### src/rtl/bcd_disp_pkg.sv
// Shared types and segment tables for the multiplexed BCD display scanner.
// Pure declarations: no latency, no flow control.
package bcd_disp_pkg;

    typedef enum logic {ST_BLANK = 1'b0, ST_ON = 1'b1} state_t;

    // Segment order {g,f,e,d,c,b,a}, active low
    localparam logic [6:0] SEG_DASH = 7'b0111111;
    localparam logic [6:0] SEG_OFF  = 7'h7F;

    localparam logic [6:0] SEG_LUT [0:9] = '{
        7'b1000000, 7'b1111001, 7'b0100100, 7'b0110000, 7'b0011001,
        7'b0010010, 7'b0000010, 7'b1111000, 7'b0000000, 7'b0010000
    };

endpackage

### src/rtl/bcd_to_seg7.sv
// Nibble to active-low 7-segment pattern; non-decimal nibbles show a dash.
// Combinational, zero latency, no backpressure.
module bcd_to_seg7
    import bcd_disp_pkg::*;
(
    input  logic [3:0] nib,
    output logic [6:0] seg
);

    always_comb begin
        seg = SEG_DASH;
        if (nib <= 4'd9) begin
            seg = SEG_LUT[nib];
        end
    end

endmodule

### src/rtl/bcd_disp_scan.sv
// Round-robin common-anode display scanner with inter-digit blanking; DIGIT_LATCH_EN adds a per-frame input snapshot.
// Outputs registered one clk after the scan decision; enable=0 freezes the scan and darkens the display.
module bcd_disp_scan
    import bcd_disp_pkg::*;
#(
    parameter int NUM_DIGITS   = 4,
    parameter int REFRESH_DIV  = 1000,
    parameter int BLANK_CYCLES = 1
) (
    input  logic                    clk,
    input  logic                    clr,
    input  logic                    enable,
    input  logic [4*NUM_DIGITS-1:0] digits,
    input  logic [NUM_DIGITS-1:0]   dp_pos,
    input  logic                    blank_lz,
    output logic [6:0]              seg,
    output logic                    dp,
    output logic [NUM_DIGITS-1:0]   an,
    output logic                    frame_start
);

    localparam int IW = (NUM_DIGITS > 1) ? $clog2(NUM_DIGITS) : 1;
    localparam int DW = $clog2(REFRESH_DIV);
    localparam logic [DW-1:0] DIV_LAST = DW'(REFRESH_DIV - 1);
    localparam logic [DW-1:0] ON_LAST  = DW'(REFRESH_DIV - BLANK_CYCLES - 1);
    localparam logic [IW-1:0] IDX_LAST = IW'(NUM_DIGITS - 1);

    state_t          state, state_nxt;
    logic [IW-1:0]   idx, idx_nxt;
    logic [DW-1:0]   div, div_nxt;
    logic            started;
    logic            fs_nxt;
    logic            fs_go;

    // The first enabled cycle after reset opens digit 0 without waiting out a slot
    always_comb begin
        state_nxt = state;
        idx_nxt   = idx;
        div_nxt   = div;
        fs_nxt    = 1'b0;
        if (!started) begin
            state_nxt = ST_ON;
            idx_nxt   = '0;
            div_nxt   = '0;
            fs_nxt    = 1'b1;
        end else if (div == DIV_LAST) begin
            state_nxt = ST_ON;
            div_nxt   = '0;
            idx_nxt   = (idx == IDX_LAST) ? '0 : idx + 1'b1;
            fs_nxt    = (idx == IDX_LAST);
        end else begin
            div_nxt = div + 1'b1;
            if (state == ST_ON && div == ON_LAST) begin
                state_nxt = ST_BLANK;
            end
        end
    end

    assign fs_go = enable & fs_nxt;

    always_ff @(posedge clk or negedge clr) begin
        if (!clr) begin
            state   <= ST_BLANK;
            idx     <= '0;
            div     <= '0;
            started <= 1'b0;
        end else if (enable) begin
            state   <= state_nxt;
            idx     <= idx_nxt;
            div     <= div_nxt;
            started <= 1'b1;
        end
    end

    logic [4*NUM_DIGITS-1:0] src_digits;
    logic [NUM_DIGITS-1:0]   src_dp;
    logic                    src_blz;

`ifdef DIGIT_LATCH_EN
    logic [4*NUM_DIGITS-1:0] sh_digits;
    logic [NUM_DIGITS-1:0]   sh_dp;
    logic                    sh_blz;

    always_ff @(posedge clk or negedge clr) begin
        if (!clr) begin
            sh_digits <= '0;
            sh_dp     <= '0;
            sh_blz    <= 1'b0;
        end else if (fs_go) begin
            sh_digits <= digits;
            sh_dp     <= dp_pos;
            sh_blz    <= blank_lz;
        end
    end

    // Digit 0 is decoded on the capture edge itself, so it reads the live bus
    assign src_digits = fs_go ? digits   : sh_digits;
    assign src_dp     = fs_go ? dp_pos   : sh_dp;
    assign src_blz    = fs_go ? blank_lz : sh_blz;
`else
    assign src_digits = digits;
    assign src_dp     = dp_pos;
    assign src_blz    = blank_lz;
`endif

    logic [NUM_DIGITS-1:0] lz_mask;
    logic                  zero_run;
    logic [3:0]            nib_sel;
    logic                  dp_sel;
    logic                  lz_sel;
    logic [NUM_DIGITS-1:0] an_sel;
    logic [6:0]            seg_dec;
    logic                  lit;

    always_comb begin
        lz_mask  = '0;
        zero_run = 1'b1;
        for (int i = NUM_DIGITS - 1; i >= 1; i--) begin
            zero_run   = zero_run & (src_digits[4*i +: 4] == 4'd0);
            lz_mask[i] = src_blz & zero_run;
        end
    end

    always_comb begin
        nib_sel = '0;
        dp_sel  = 1'b0;
        lz_sel  = 1'b0;
        an_sel  = '1;
        for (int i = 0; i < NUM_DIGITS; i++) begin
            if (idx_nxt == IW'(i)) begin
                nib_sel   = src_digits[4*i +: 4];
                dp_sel    = src_dp[i];
                lz_sel    = lz_mask[i];
                an_sel[i] = 1'b0;
            end
        end
    end

    bcd_to_seg7 u_dec (
        .nib (nib_sel),
        .seg (seg_dec)
    );

    assign lit = enable & (state_nxt == ST_ON) & ~lz_sel;

    always_ff @(posedge clk or negedge clr) begin
        if (!clr) begin
            an          <= '1;
            seg         <= SEG_OFF;
            dp          <= 1'b1;
            frame_start <= 1'b0;
        end else begin
            frame_start <= fs_go;
            if (lit) begin
                an  <= an_sel;
                seg <= seg_dec;
                dp  <= ~dp_sel;
            end else begin
                an  <= '1;
                seg <= SEG_OFF;
                dp  <= 1'b1;
            end
        end
    end

endmodule

### config.mk
export PLATFORM = sky130hd
export DESIGN_NAME = bcd_disp_scan
export DESIGN_NICKNAME = d
export VERILOG_FILES = /design/src/rtl/bcd_disp_pkg.sv /design/src/rtl/bcd_to_seg7.sv /design/src/rtl/bcd_disp_scan.sv
export SDC_FILE = /design/constraint.sdc
export NUM_CORES = 1
export LEC_CHECK = 0
export CELL_PAD_IN_SITES_DETAIL_PLACEMENT = 1
export CELL_PAD_IN_SITES_GLOBAL_PLACEMENT = 1
export CORE_MARGIN = 3
export CORE_UTILIZATION = 25
export DETAILED_ROUTE_END_ITERATION = 10
export PLACE_DENSITY = 0.7
export SLEW_MARGIN = 0
export SYNTH_ARGS = -nofsm -noshare
export SYNTH_HDL_FRONTEND = slang
export SYNTH_SLANG_ARGS = --single-unit
### constraint.sdc
create_clock -name clk -period 2.39 [get_ports clk]
set_input_delay 0.3585 -clock clk [delete_from_list [all_inputs] [get_ports clk]]
set_output_delay 0.3585 -clock clk [all_outputs]
set_load 0.005 [all_outputs]
==> summary by stage, run 1 <==
Clocking
The number of buffers created by CTS is 3. The clock passes through at most 2 buffers. The clock tree from TritonCTS is yes. In this run the clock root is driven by a sky130_fd_sc_hd__clkbuf_8. Clock-pin slew was measured on the worst setup and hold paths at 0.11 ns. The clock reaches the later pin of the worst-skew pair after 0.28 ns. CTS built an H-tree with a depth of 1. Counting every sink on the clock net gives 27.

Worst setup path
The maximum fanout along the worst path is 4. Data arrives at the worst endpoint at 2.63 ns. The worst setup path is captured at a register.

The critical path is of the reg -> reg type. The startpoint class of the critical path is a register. The required arrival time at the worst endpoint is 2.61 ns.

Drt
The sum of routed wire length over all layers is 4.64 mm. The number of routed nets with antenna violations is 0. Across all layers, the routed design uses 1455 vias. Dividing the detail-routed via count by the number of cells gives 4.87. For this run, the detailed router's first-pass iteration total came to 4. The average routed wire per standard cell is 15.5 µm. The DRC marker count from the first detailed-route iteration is 76. The number of remaining DRC errors is 0.

Power and ir drop
The fraction of power consumed by the clock network is 20.3%. The worst supply voltage drop on vdd is 0.000315 V. The power density over cell area is 563 mW/mm². The leakage power is 1.04 nW. The combinational share of power is 38.7%. The power share of the sequential group is 41.0%.

Net switching is 32.7% of the power. Cell internal power was estimated by the tool at 0.000919 W. The net switching power is 0.000446 W.

Layout
The net total in the final layout is 258. The register cell area after layout is 691 µm². The total of fill cells in the finished design is 677.

The antenna diode count is 0. The area growth from synthesis to layout is 48.7%. The finished layout holds 299 standard cells, fillers aside. In the final layout, the multi-input gates occupy 945 µm². The share of cells above drive strength 1 is 32.6%.

Die
37 I/O pins were placed. The die covers 0.00753 mm². Row generation in the floorplan step produced 28 rows.

The horizontal extent of the die is 86.8 µm. The core box area is 0.00613 mm². The die is 86.8 µm tall.

The initial utilization of the core area, before any placement, comes to 26.6%.

Synth
Sequential cells were found to cover 42.4% of the synthesized design area. The synthesized design contains 0 enable-type register cells. The largest family of logic cells by synthesized area is simple AND/OR/NAND/NOR gates. Counting instances in the post-synthesis netlist gives the leading cell types as sky130_fd_sc_hd__dfrtp_1 (15), sky130_fd_sc_hd__nand2_1 (13), sky130_fd_sc_hd__dfstp_2 (12).

The cell area after technology mapping is 0.00163 mm². The synthesized-area fraction occupied by ao, oa, aoi and oai cells is 14.3%. A synthesized cell averages 10.3 µm².

The cell type with the highest aggregate area in the netlist is sky130_fd_sc_hd__dfrtp_1. Yosys mapped the design onto 43 distinct sky130hd cell types. The flip-flop and latch count after synthesis is 27. Of the total synthesized cell area, the portion taken by AND, OR, NAND and NOR gates is 17.7%. The yosys synthesis warning count is 0. The xor-xnor portion of the synthesized cell area is 0.537%.

The most common cell in the synthesized netlist is sky130_fd_sc_hd__dfrtp_1. Among all flip-flop cells after synthesis, the most frequent one is sky130_fd_sc_hd__dfrtp_1. After synthesis, the cell types taking the most area are sky130_fd_sc_hd__dfrtp_1 (23%), sky130_fd_sc_hd__dfstp_2 (19%), sky130_fd_sc_hd__ha_1 (6.9%), sky130_fd_sc_hd__mux2i_1 (6.1%), sky130_fd_sc_hd__o21ai_0 (3.1%). The top cell type by area accounts for 23.0% of the synthesized area. The share of flip-flops with an asynchronous set or reset after synthesis is 100%.

Of the post-synthesis cell area, the part taken by muxes is 14.0%. Counting every net in the synthesized netlist gives 191. The post-synthesis share of cell area spent on full adders, half adders and majority gates is 6.91%. The cell count after synthesis is 158.

Global routing
The initial antenna violation count is 0. Summed over all layers, the global routing overflow is 0. The overall global routing resource usage is 12.9%.

The first global-routing pass estimated 7.69 mm of wire. The number of global-route vias before repair is 1555. The largest net degree at the start of global routing is 28.

Placement
The placed instance count is 289. Routability-driven placement finished with a final weighted congestion of 0.797. Detailed placement ended at an HPWL of 3.67 mm.

Before CTS, the worst setup slack after placement is -0.158 ns. The count of buffers inserted at the top-level ports is 36.

Timing
The slew at the pin closest to its max-slew limit is 0.413 ns. Setup slack on the critical path of the routed design comes to -0.0192 ns. The tightest hold path in the finished design has a slack of 0.453 ns. Setup repair after global routing could not meet its margin everywhere.

The max-slew violation total from the final report came to 0. The final number of setup-violating endpoints is 2. The share of the clock period used by the worst path is 101%. The hold violation total from the final report is 0. Measured against its own limit, the worst slew margin works out to 71.9%. The setup clock skew after layout is 0.0148 ns. For this run, the top clock speed supported by timing is 415 MHz.

The final critical delay including setup and external delays is 2.41 ns.

Run
The max-cap violation count is 0.

Status
The final reports fail on setup timing. The flow ran to the end, but the final reports show violations.

Hold path
The tightest min-delay check is of the in -> async type.
## layout by cell type, fill, tap and decap left out, types with 3 or more instances in the layout
master	instances
sky130_fd_sc_hd__clkdlybuf4s50_1	36
sky130_fd_sc_hd__buf_4	31
sky130_fd_sc_hd__dfrtp_1	15
sky130_fd_sc_hd__nand2_1	13
sky130_fd_sc_hd__dfstp_2	12
sky130_fd_sc_hd__nand3_1	9
sky130_fd_sc_hd__mux2i_1	8
sky130_fd_sc_hd__a21oi_1	8
sky130_fd_sc_hd__nor2_1	8
sky130_fd_sc_hd__o21ai_0	8
sky130_fd_sc_hd__inv_1	6
sky130_fd_sc_hd__nand4_1	5
sky130_fd_sc_hd__ha_1	5
sky130_fd_sc_hd__nor4_1	3
sky130_fd_sc_hd__o21ai_1	3
sky130_fd_sc_hd__ha_4	3
sky130_fd_sc_hd__clkbuf_8	3
## metal layers
metal  up-vias  share of wire (%)  track usage (%)
li1        720                  -                -
met1       703                 49             17.9
met2        30                 48             22.3
met3         2                2.7             1.14
met4         0               0.82             2.12
met5         -                  0                0
## cell families after synthesis
kind of cell             Yosys count
multiplexers                      17
buffers and inverters             15
adder cells (fa/ha/maj)            9
XOR/XNOR                           1
flip-flops                        27
AND/OR/NAND/NOR                   53
AO/OA/AOI/OAI                     36
## registers in the layout, indices dropped and copies added (netlist names)
name and flops:
frame_start 1, seg 7, an 4, dp 1
started 1, state 1, idx 2, div 10
## cell type report
cell class	instances	area share [%]
inverter	8	1.34
multi-input combinational	116	39.0
sequential	27	28.5
clock inverter	1	0.258
tap	75	3.87
timing repair buffer	69	25.4
clock buffer	3	1.70
## what timing repair did
item	4_1_cts	5_1_grt
endpoints found under the hold margin	0	0
gates resized for setup	10	4
hold buffers	0	0
buffers inserted	4	2
endpoints found under the setup margin	7	7
pin swaps	6	2
## critical path, stage by stage, from the launching register on
cell                      delay (ns)
sky130_fd_sc_hd__dfrtp_1        0.40
sky130_fd_sc_hd__ha_2           0.18
sky130_fd_sc_hd__or3_4          0.33
sky130_fd_sc_hd__mux2_4         0.31
sky130_fd_sc_hd__mux4_2         0.51
sky130_fd_sc_hd__inv_4          0.11
sky130_fd_sc_hd__ha_4           0.20
sky130_fd_sc_hd__and2b_1        0.16
sky130_fd_sc_hd__o21ai_2        0.14
## final timing paths
check	slack (ns)	cells past startpoint	endpoint	start
worst max-delay path	-0.02	8	seg[1]	idx[0]
worst min-delay path	0.45	2	div[5]	clr
worst max register to register	-0.02	8	seg[1]	idx[0]
worst min register to register	0.49	1	state	state
max in group asynchronous	1.63	2	an[0]	clr
min in group clk	0.49	1	state	state
## power groups by stage
stage / combinational, W / sequential [W] / clock [W]
4_1_cts: 0.000516 / 0.000561 / 0.000290
5_1_grt: 0.000586 / 0.000569 / 0.000312
2_1_floorplan: 0.000243 / 0.000584 / 0
3_5_place_dp: 0.000488 / 0.000568 / 0
3_3_place_gp: 0.000472 / 0.000565 / 0
6_report: 0.000528 / 0.000560 / 0.000277
## per-stage QoR
step	total power (W)	util [%]	area, µm²	setup TNS (ns)
floorplan	0.000827	-	1670	-0.150
global placement	0.00104	37.3	2280	-0.0914
detailed placement	0.00106	37.3	2280	-0.614
CTS	0.00137	39.1	2390	-0.0276
global route	0.00147	39.6	2420	-0.673
finish	0.00136	39.6	2420	-0.0201
Note: power is estimated with default switching activity, not from simulation.
==> inputs of run 2 (changes only) <==
--- a/config.mk
+++ b/config.mk
@@ -10,7 +10,9 @@
 export CORE_MARGIN = 3
 export CORE_UTILIZATION = 25
 export DETAILED_ROUTE_END_ITERATION = 10
-export PLACE_DENSITY = 0.7
+export GPL_ROUTABILITY_DRIVEN = 1
+export PLACE_DENSITY_LB_ADDON = 0.1
+export RECOVER_POWER = 50
 export SLEW_MARGIN = 0
 export SYNTH_ARGS = -nofsm -noshare
 export SYNTH_HDL_FRONTEND = slang
==> run 2 against run 1 <==
The flow finishes with violations (capacitance limit, slew limit, setup timing). Clock skew decreased by 0.012 ns. Highest routed layer unchanged. Worst setup slack worse by 0.022 ns. Largest cell class unchanged. Flip-flop and latch count did not move. Critical endpoint is now seg[3]. Largest power group unchanged. First-iteration DRC count is 50% lower.
==> summary by stage, run 2 (synthesis gave the netlist of run 1 again) <==
Global routing
The overall global routing resource usage is 13.6% (+0.67 points). The aggregate global routing overflow is 0 (unchanged). The first-pass GRT wire length came to 8.23 mm (+7.0%). The initial antenna violation count is 0 (unchanged).

The number of global-route vias before repair is 1652 (+6.2%). The largest net degree at the start of global routing is 28 (unchanged).

Clocking
The maximum root-to-sink buffer count was 2 (unchanged). The total clock sinks is 27 (unchanged). The number of buffers inserted by hold repair at cts is 0 (unchanged).

The total number of H-tree levels was 1 (unchanged). The post-CTS clock slew at the launch and capture registers of the worst setup and hold paths was 0.10 ns (about the same). The number of buffers created by CTS came to 3 (unchanged). The insertion delay to the later sink of the worst-skew pair is 0.27 ns (about the same).

CTS placed an instance of sky130_fd_sc_hd__clkbuf_8 at the clock tree root. The clock tree from TritonCTS is yes.

Drt
The sum of met2 wire segment lengths after detailed routing was 2.36 mm (+5.8%). The via count normalized by instance count is 4.85 (-0.40%). The number of detailed-route iterations in the first pass is 4 (unchanged). The met1 layer wirelength in the final routing is 2.17 mm (-3.8%). The met3 routed wirelength is 117 µm (-5.6%). The sum of routed wire length over all layers is 4.68 mm (+0.75%). The number of routed nets with antenna violations is 0 (unchanged). The average routed wire per standard cell is 15.6 µm (+0.42%). The number of remaining DRC errors is 0 (unchanged). The DRC marker count from the first detailed-route iteration is 38 (-50%). The detailed-route via count is 1454 (-0.069%).

The highest routing layer actually used is met4.

Worst setup path
On the critical path the largest part of the delay comes from multiplexers. The maximum fanout along the worst path was 4 (unchanged). The largest stage delay on the critical path is 0.52 ns (about the same).

On the critical path, the stage with the largest delay is an instance of sky130_fd_sc_hd__mux4_2. The path depth of the worst reg2reg path is 9 (+1). The setup slack of the most critical reg-to-reg path is -0.04 ns (-0.02 ns). In this run the critical register-to-register path is captured at seg[3]. The number of buffers and inverters on the critical path was 1 (unchanged). The startpoint class of the critical path is a register. The arrival time of data at the critical path endpoint came to 2.62 ns (about the same). The worst setup path is of the reg -> reg kind. The startpoint identified for the worst register-to-register timing path is idx[0]. Walking the worst path, the cells encountered are ha_2 > or3_4 > mux2_4 > mux4_2 > inv_4 > ha_4 > nor2_4 > a21boi_2 > o311ai_2. The worst setup path is captured at a register.

The required arrival time at the worst endpoint was 2.58 ns (-0.03 ns).

Placement
The HPWL after detailed placement is 3.70 mm (+0.89%). The worst setup timing slack at the placement stage came to -0.0887 ns (+0.0689 ns). The count of buffers inserted at the top-level ports is 36 (unchanged). The final weighted congestion in routability-driven placement is 0.770 (-3.3%).

Hold path
The terminating pin of the worst hold path is state. The path category of the worst min-delay check is reg -> reg. The startpoint of the worst hold path is state. Along the worst hold path, the cell count comes to 1.

Timing
Setup repair after global routing could not meet its margin everywhere. The setup clock skew after layout is 0.00302 ns (-0.0118 ns). The max-slew violation total from the final report was 28 (+28). The hold violation total from the final report is 0 (unchanged). The setup slack of the critical path after layout is -0.0415 ns (-0.0223 ns). The final setup TNS is -0.137 ns (-0.117 ns). The tightest slew margin relative to the limit is -5.80% (-78 points). The slew at the pin closest to its max-slew limit is 1.59 ns (+1.17 ns). The final number of setup-violating endpoints came to 6 (+4). The share of the clock period used by the worst path is 102% (+0.93 points). The final critical delay including setup and external delays is 2.43 ns (+0.0223 ns).

The highest clock frequency the design can meet is 411 MHz (-0.92%).

Die
The row count was 28 (unchanged). The vertical die dimension is 86.8 µm (unchanged). The starting density of the core is 26.6% (unchanged).

The horizontal extent of the die is 86.8 µm (unchanged). The die outline area is 0.00753 mm² (unchanged). The top-level port count is 37 (unchanged). The core box area is 0.00613 mm² (unchanged).

Status
The checks that failed: capacitance limit, slew limit, setup timing. The run finished, with violations left.

Layout
The area growth from synthesis to layout is 48.6%. In the layout the commonest cells are sky130_fd_sc_hd__clkdlybuf4s50_1 (34), sky130_fd_sc_hd__buf_4 (30), sky130_fd_sc_hd__dfrtp_1 (15), sky130_fd_sc_hd__nand2_1 (13), sky130_fd_sc_hd__dfstp_2 (12). The utilization after layout was 39.5% (-0.041 points). Ranked by flip-flop count, first place goes to div. The share of cells above drive strength 1 is 30.7% (-1.9 points). The most frequent standard cell in the layout excluding fill and tap cells is sky130_fd_sc_hd__clkdlybuf4s50_1. The antenna diode count was 0 (unchanged). The number of flip-flops in the largest register came to 10 (unchanged).

The total of fill cells in the finished design was 690 (+1.9%). The largest registers in the layout are div: 10 flops, seg: 7 flops, an: 4 flops. The net total in the final layout is 259 (+0.39%).

Power and ir drop
The leakage power is 1.03 nW (-0.48%). The final total power was 0.00135 W (-1.3%). The worst supply voltage drop on vdd came to 0.000235 V (-25%). The power density over cell area is 556 mW/mm² (-1.2%).

Run
The max-cap violation count is 1 (+1).
==> run 2: per-layer routing <==
| layer | GRT usage (%) | vias up |
|---|---|---|
| met2 | 24.5 | 27 |
| met5 | 0 | - |
| met4 | 2.12 | 0 |
| li1 | - | 718 |
| met1 | 17.5 | 707 |
| met3 | 1.90 | 2 |
==> run 2: worst max path at each step <==
stage / slack, ns / from / end / cells after the start
final: -0.04 / idx[0] / seg[3] / 9
after global routing: -0.15 / idx[0] / seg[4] / 8
after CTS: -0.07 / idx[1] / seg[3] / 9
after detailed placement: -0.09 / idx[0] / seg[3] / 9
after global placement: -0.02 / idx[0] / seg[4] / 8
after floorplan: -0.04 / div[4] / seg[4] / 8
==> run 2: power by group <==
part / switching [W] / leakage [nW] / internal (W)
registers: 0.0000290 / 0.303 / 0.000527
logic: 0.000259 / 0.707 / 0.000270
clock network: 0.000143 / 0.0228 / 0.000119
total: 0.000431 / 1.03 / 0.000916
==> run 2: through the flow <==
stage	hold WS, ns	cells	instance area, µm²
2_1_floorplan	0.0629	158	1670
3_3_place_gp	0.465	291	2300
3_5_place_dp	0.473	291	2300
6_report	0.488	300	2420
5_1_grt	0.511	300	2420
4_1_cts	0.482	297	2400
==> run 2: final cells by class <==
| class | count | area (µm²) | share of cell area (%) |
|---|---|---|---|
| Clock buffer | 4 | 45.0 | 1.86 |
| Inverter | 8 | 32.5 | 1.34 |
| Multi-Input combinational cell | 116 | 952 | 39.3 |
| Sequential cell | 27 | 691 | 28.5 |
| Tap cell | 75 | 93.8 | 3.87 |
| Timing Repair Buffer | 70 | 608 | 25.1 |
==> run 2: timing repair <==
action                                  CTS  global route
resized for setup                         7             4
setup buffers                             2             3
pin swaps                                 6            10
endpoints found under the setup margin    6             7
==> inputs of run 3 (changes only) <==
--- a/config.mk
+++ b/config.mk
@@ -5,11 +5,14 @@
 export SDC_FILE = /design/constraint.sdc
 export NUM_CORES = 1
 export LEC_CHECK = 0
+export CAP_MARGIN = 20
 export CELL_PAD_IN_SITES_DETAIL_PLACEMENT = 1
 export CELL_PAD_IN_SITES_GLOBAL_PLACEMENT = 1
+export CORE_ASPECT_RATIO = 1.75
 export CORE_MARGIN = 3
 export CORE_UTILIZATION = 25
 export DETAILED_ROUTE_END_ITERATION = 10
+export DONT_BUFFER_PORTS = 1
 export GPL_ROUTABILITY_DRIVEN = 1
 export PLACE_DENSITY_LB_ADDON = 0.1
 export RECOVER_POWER = 50
==> run 3 against run 2 <==
The flow finishes with violations (setup timing). Clock-buffer cell count shrank 1. Sequential share of layout area grew 4.5 points. Clock skew grew 0.0098 ns. Worst setup slack lost 0.0047 ns. Fmax shrank 0.19%. Clock power is essentially flat. Hold slack lost 0.33 ns. Final area shrank 14%. Critical path type unchanged. Critical endpoint is now seg[5]. Largest cell class unchanged.
==> summary by stage, run 3 (synthesis gave the netlist of run 1 again) <==
Worst setup path
The category of the most critical setup path is reg -> reg. The largest stage delay on the critical path is 0.52 ns (about the same). The number of buffers and inverters on the critical path is 0 (-1). The kind of cell with the highest combined delay on the critical path is multiplexers. The worst-path cell with the longest stage delay is sky130_fd_sc_hd__mux4_2.

The maximum fanout along the worst path was 4 (unchanged). The arrival time of data at the critical path endpoint came to 2.64 ns (+0.02 ns). The required arrival time at the worst endpoint is 2.60 ns (+0.02 ns).

The element type at the critical path end is a register. Traced cell by cell, the critical path runs through and4bb_2 > nand3_4 > mux2_4 > mux4_2 > ha_4 > a21o_1 > a32oi_1. STA classifies the critical path startpoint as a register.

Status
The checks that failed: setup timing. The flow ran to the end, but the final reports show violations.

Timing
The max-slew violation total from the final report is 0 (-100%). The final number of setup-violating endpoints came to 6 (unchanged). The share of the clock period used by the worst path is 102% (+0.20 points).

The highest clock frequency the design can meet is 410 MHz (-0.19%). The setup clock skew after layout was 0.0128 ns (+0.00983 ns). The tightest slew margin relative to the limit was 4.35% (+10 points). The setup slack of the critical path after layout is -0.0462 ns (-0.00474 ns). The hold violation total from the final report came to 0 (unchanged). Setup repair after global routing could not meet its margin everywhere. The final critical delay including setup and external delays was 2.44 ns (+0.00474 ns). The slew at the pin closest to its max-slew limit is 1.43 ns (-0.152 ns).

Global routing
The overall global routing resource usage came to 13.5% (-0.086 points). The first-pass GRT wire length is 7.67 mm (-6.8%). The number of global-route vias before repair is 1572 (-4.8%). The initial antenna violation count is 0 (unchanged).

The aggregate global routing overflow is 0 (unchanged). The largest net degree at the start of global routing was 28 (unchanged).

Die
The die outline area came to 0.00756 mm² (+0.50%). The horizontal extent of the die is 67.0 µm (-23%). The core box area was 0.00628 mm² (+2.4%). The top-level port count is 37 (unchanged). The row count is 38 (+36%).

The starting density of the core was 26.0% (-0.61 points). The vertical die dimension came to 113 µm (+30%).

Run
The max-cap violation count came to 0 (-1).

Hold path
The path category of the worst min-delay check is in -> reg.

Layout
The utilization after layout was 33.4% (-6.1 points). The total of fill cells in the finished design came to 746 (+8.1%). div holds more flip-flops than any other register. The net total in the final layout is 227 (-12%).

The post-route non-filler standard cell count is 273 (-9.0%). Leaving out fill and tap cells, the most frequent cell in the layout is sky130_fd_sc_hd__buf_4. The top cell types in the final layout, fill and taps aside, are sky130_fd_sc_hd__buf_4 (35), sky130_fd_sc_hd__dfrtp_1 (15), sky130_fd_sc_hd__nand2_1 (13), sky130_fd_sc_hd__dfstp_2 (12). The largest registers in the layout are div: 10 flops, seg: 7 flops, an: 4 flops.

The antenna diode count is 0 (unchanged). The number of flip-flops in the largest register is 10 (unchanged). The share of cells above drive strength 1 is 37.8% (+7.2 points).

The area growth from synthesis to layout is 28.5%.

Drt
The detailed-route via count is 1355 (-6.8%). The sum of routed wire length over all layers was 4.68 mm (about the same). The number of remaining DRC errors came to 0 (unchanged). The DRC marker count from the first detailed-route iteration is 23 (-39%).

The average routed wire per standard cell came to 17.1 µm (+10%). The via count normalized by instance count is 4.96 (+2.4%). The number of detailed-route iterations in the first pass is 4 (unchanged). The number of routed nets with antenna violations is 0 (unchanged).

Placement
The placed instance count is 259 (-11%). The worst setup timing slack at the placement stage came to -0.132 ns (-0.0431 ns). The final weighted congestion in routability-driven placement is 0.788 (+2.3%). The count of buffers inserted at the top-level ports is 0 (-100%). The HPWL after detailed placement is 3.82 mm (+3.2%).

Clocking
The clock tree from TritonCTS is yes. The post-CTS clock slew at the launch and capture registers of the worst setup and hold paths was 0.10 ns (about the same). The cell at the root of the clock tree is sky130_fd_sc_hd__clkbuf_8.

The total clock sinks is 27 (unchanged). The maximum root-to-sink buffer count is 2 (unchanged). The total number of H-tree levels was 1 (unchanged). The insertion delay to the later sink of the worst-skew pair was 0.28 ns (about the same). The number of buffers created by CTS is 3 (unchanged).

Power and ir drop
The worst supply voltage drop on vdd is 0.000248 V (+5.3%). The final total power is 0.00129 W (-4.4%). The leakage power is 0.905 nW (-12%). The power density over cell area is 615 mW/mm² (+11%).
## run 3: final timing paths
path / slack [ns] / startpoint / cells after the start / end
setup / recovery: -0.05 / div[4] / 7 / seg[5]
setup reg to reg: -0.05 / div[4] / 7 / seg[5]
max in group asynchronous: 0.60 / clr / 2 / started
hold / removal: 0.16 / enable / 1 / div[0]
hold reg to reg: 0.51 / state / 1 / state
min in group asynchronous: 0.93 / clr / 2 / div[4]
## run 3: layout make-up
cell class	count	area, µm²	area share, %
clock buffers	3	41.3	1.97
repair buffers	38	280	13.4
clock inverters	1	5.00	0.239
multi-input cells	116	945	45.1
inverters	8	32.5	1.55
well taps	80	100	4.78
flip-flops and latches	27	691	33.0
## run 3: where the power goes
group	leakage (nW)	total (W)	switching, W	internal (W)
Clock	0.0255	0.000263	0.000146	0.000117
Sequential	0.303	0.000561	0.0000335	0.000528
Combinational	0.576	0.000464	0.000238	0.000226
Total	0.905	0.00129	0.000418	0.000871
## run 3: stage by stage
stage	area [µm²]	setup TNS [ns]	hold WS (ns)
final	2090	-0.133	0.161
after global routing	2090	-1.01	0.165
after CTS	2070	-0.399	0.160
after detailed placement	1940	-0.647	0.0640
after global placement	1940	-0.0947	0.0640
after floorplan	1670	-0.150	0.0629
## run 3: metal layers
metal	share of wire [%]	wire (µm)	up-vias	track usage (%)
li1	-	-	652	-
met2	61	2870	25	27.2
met5	0	0	-	0
met3	3.3	154	4	1.49
met1	34	1580	674	13.0
met4	1.7	78	0	5.28
## run 3: repair_timing
item                                   CTS  global route
hold buffers                             2             0
resized for setup                        7             2
pin swaps                                7             7
buffers inserted                         3             5
setup endpoints to repair                7             7
gates cloned                             0             0
endpoints found under the hold margin   27             0
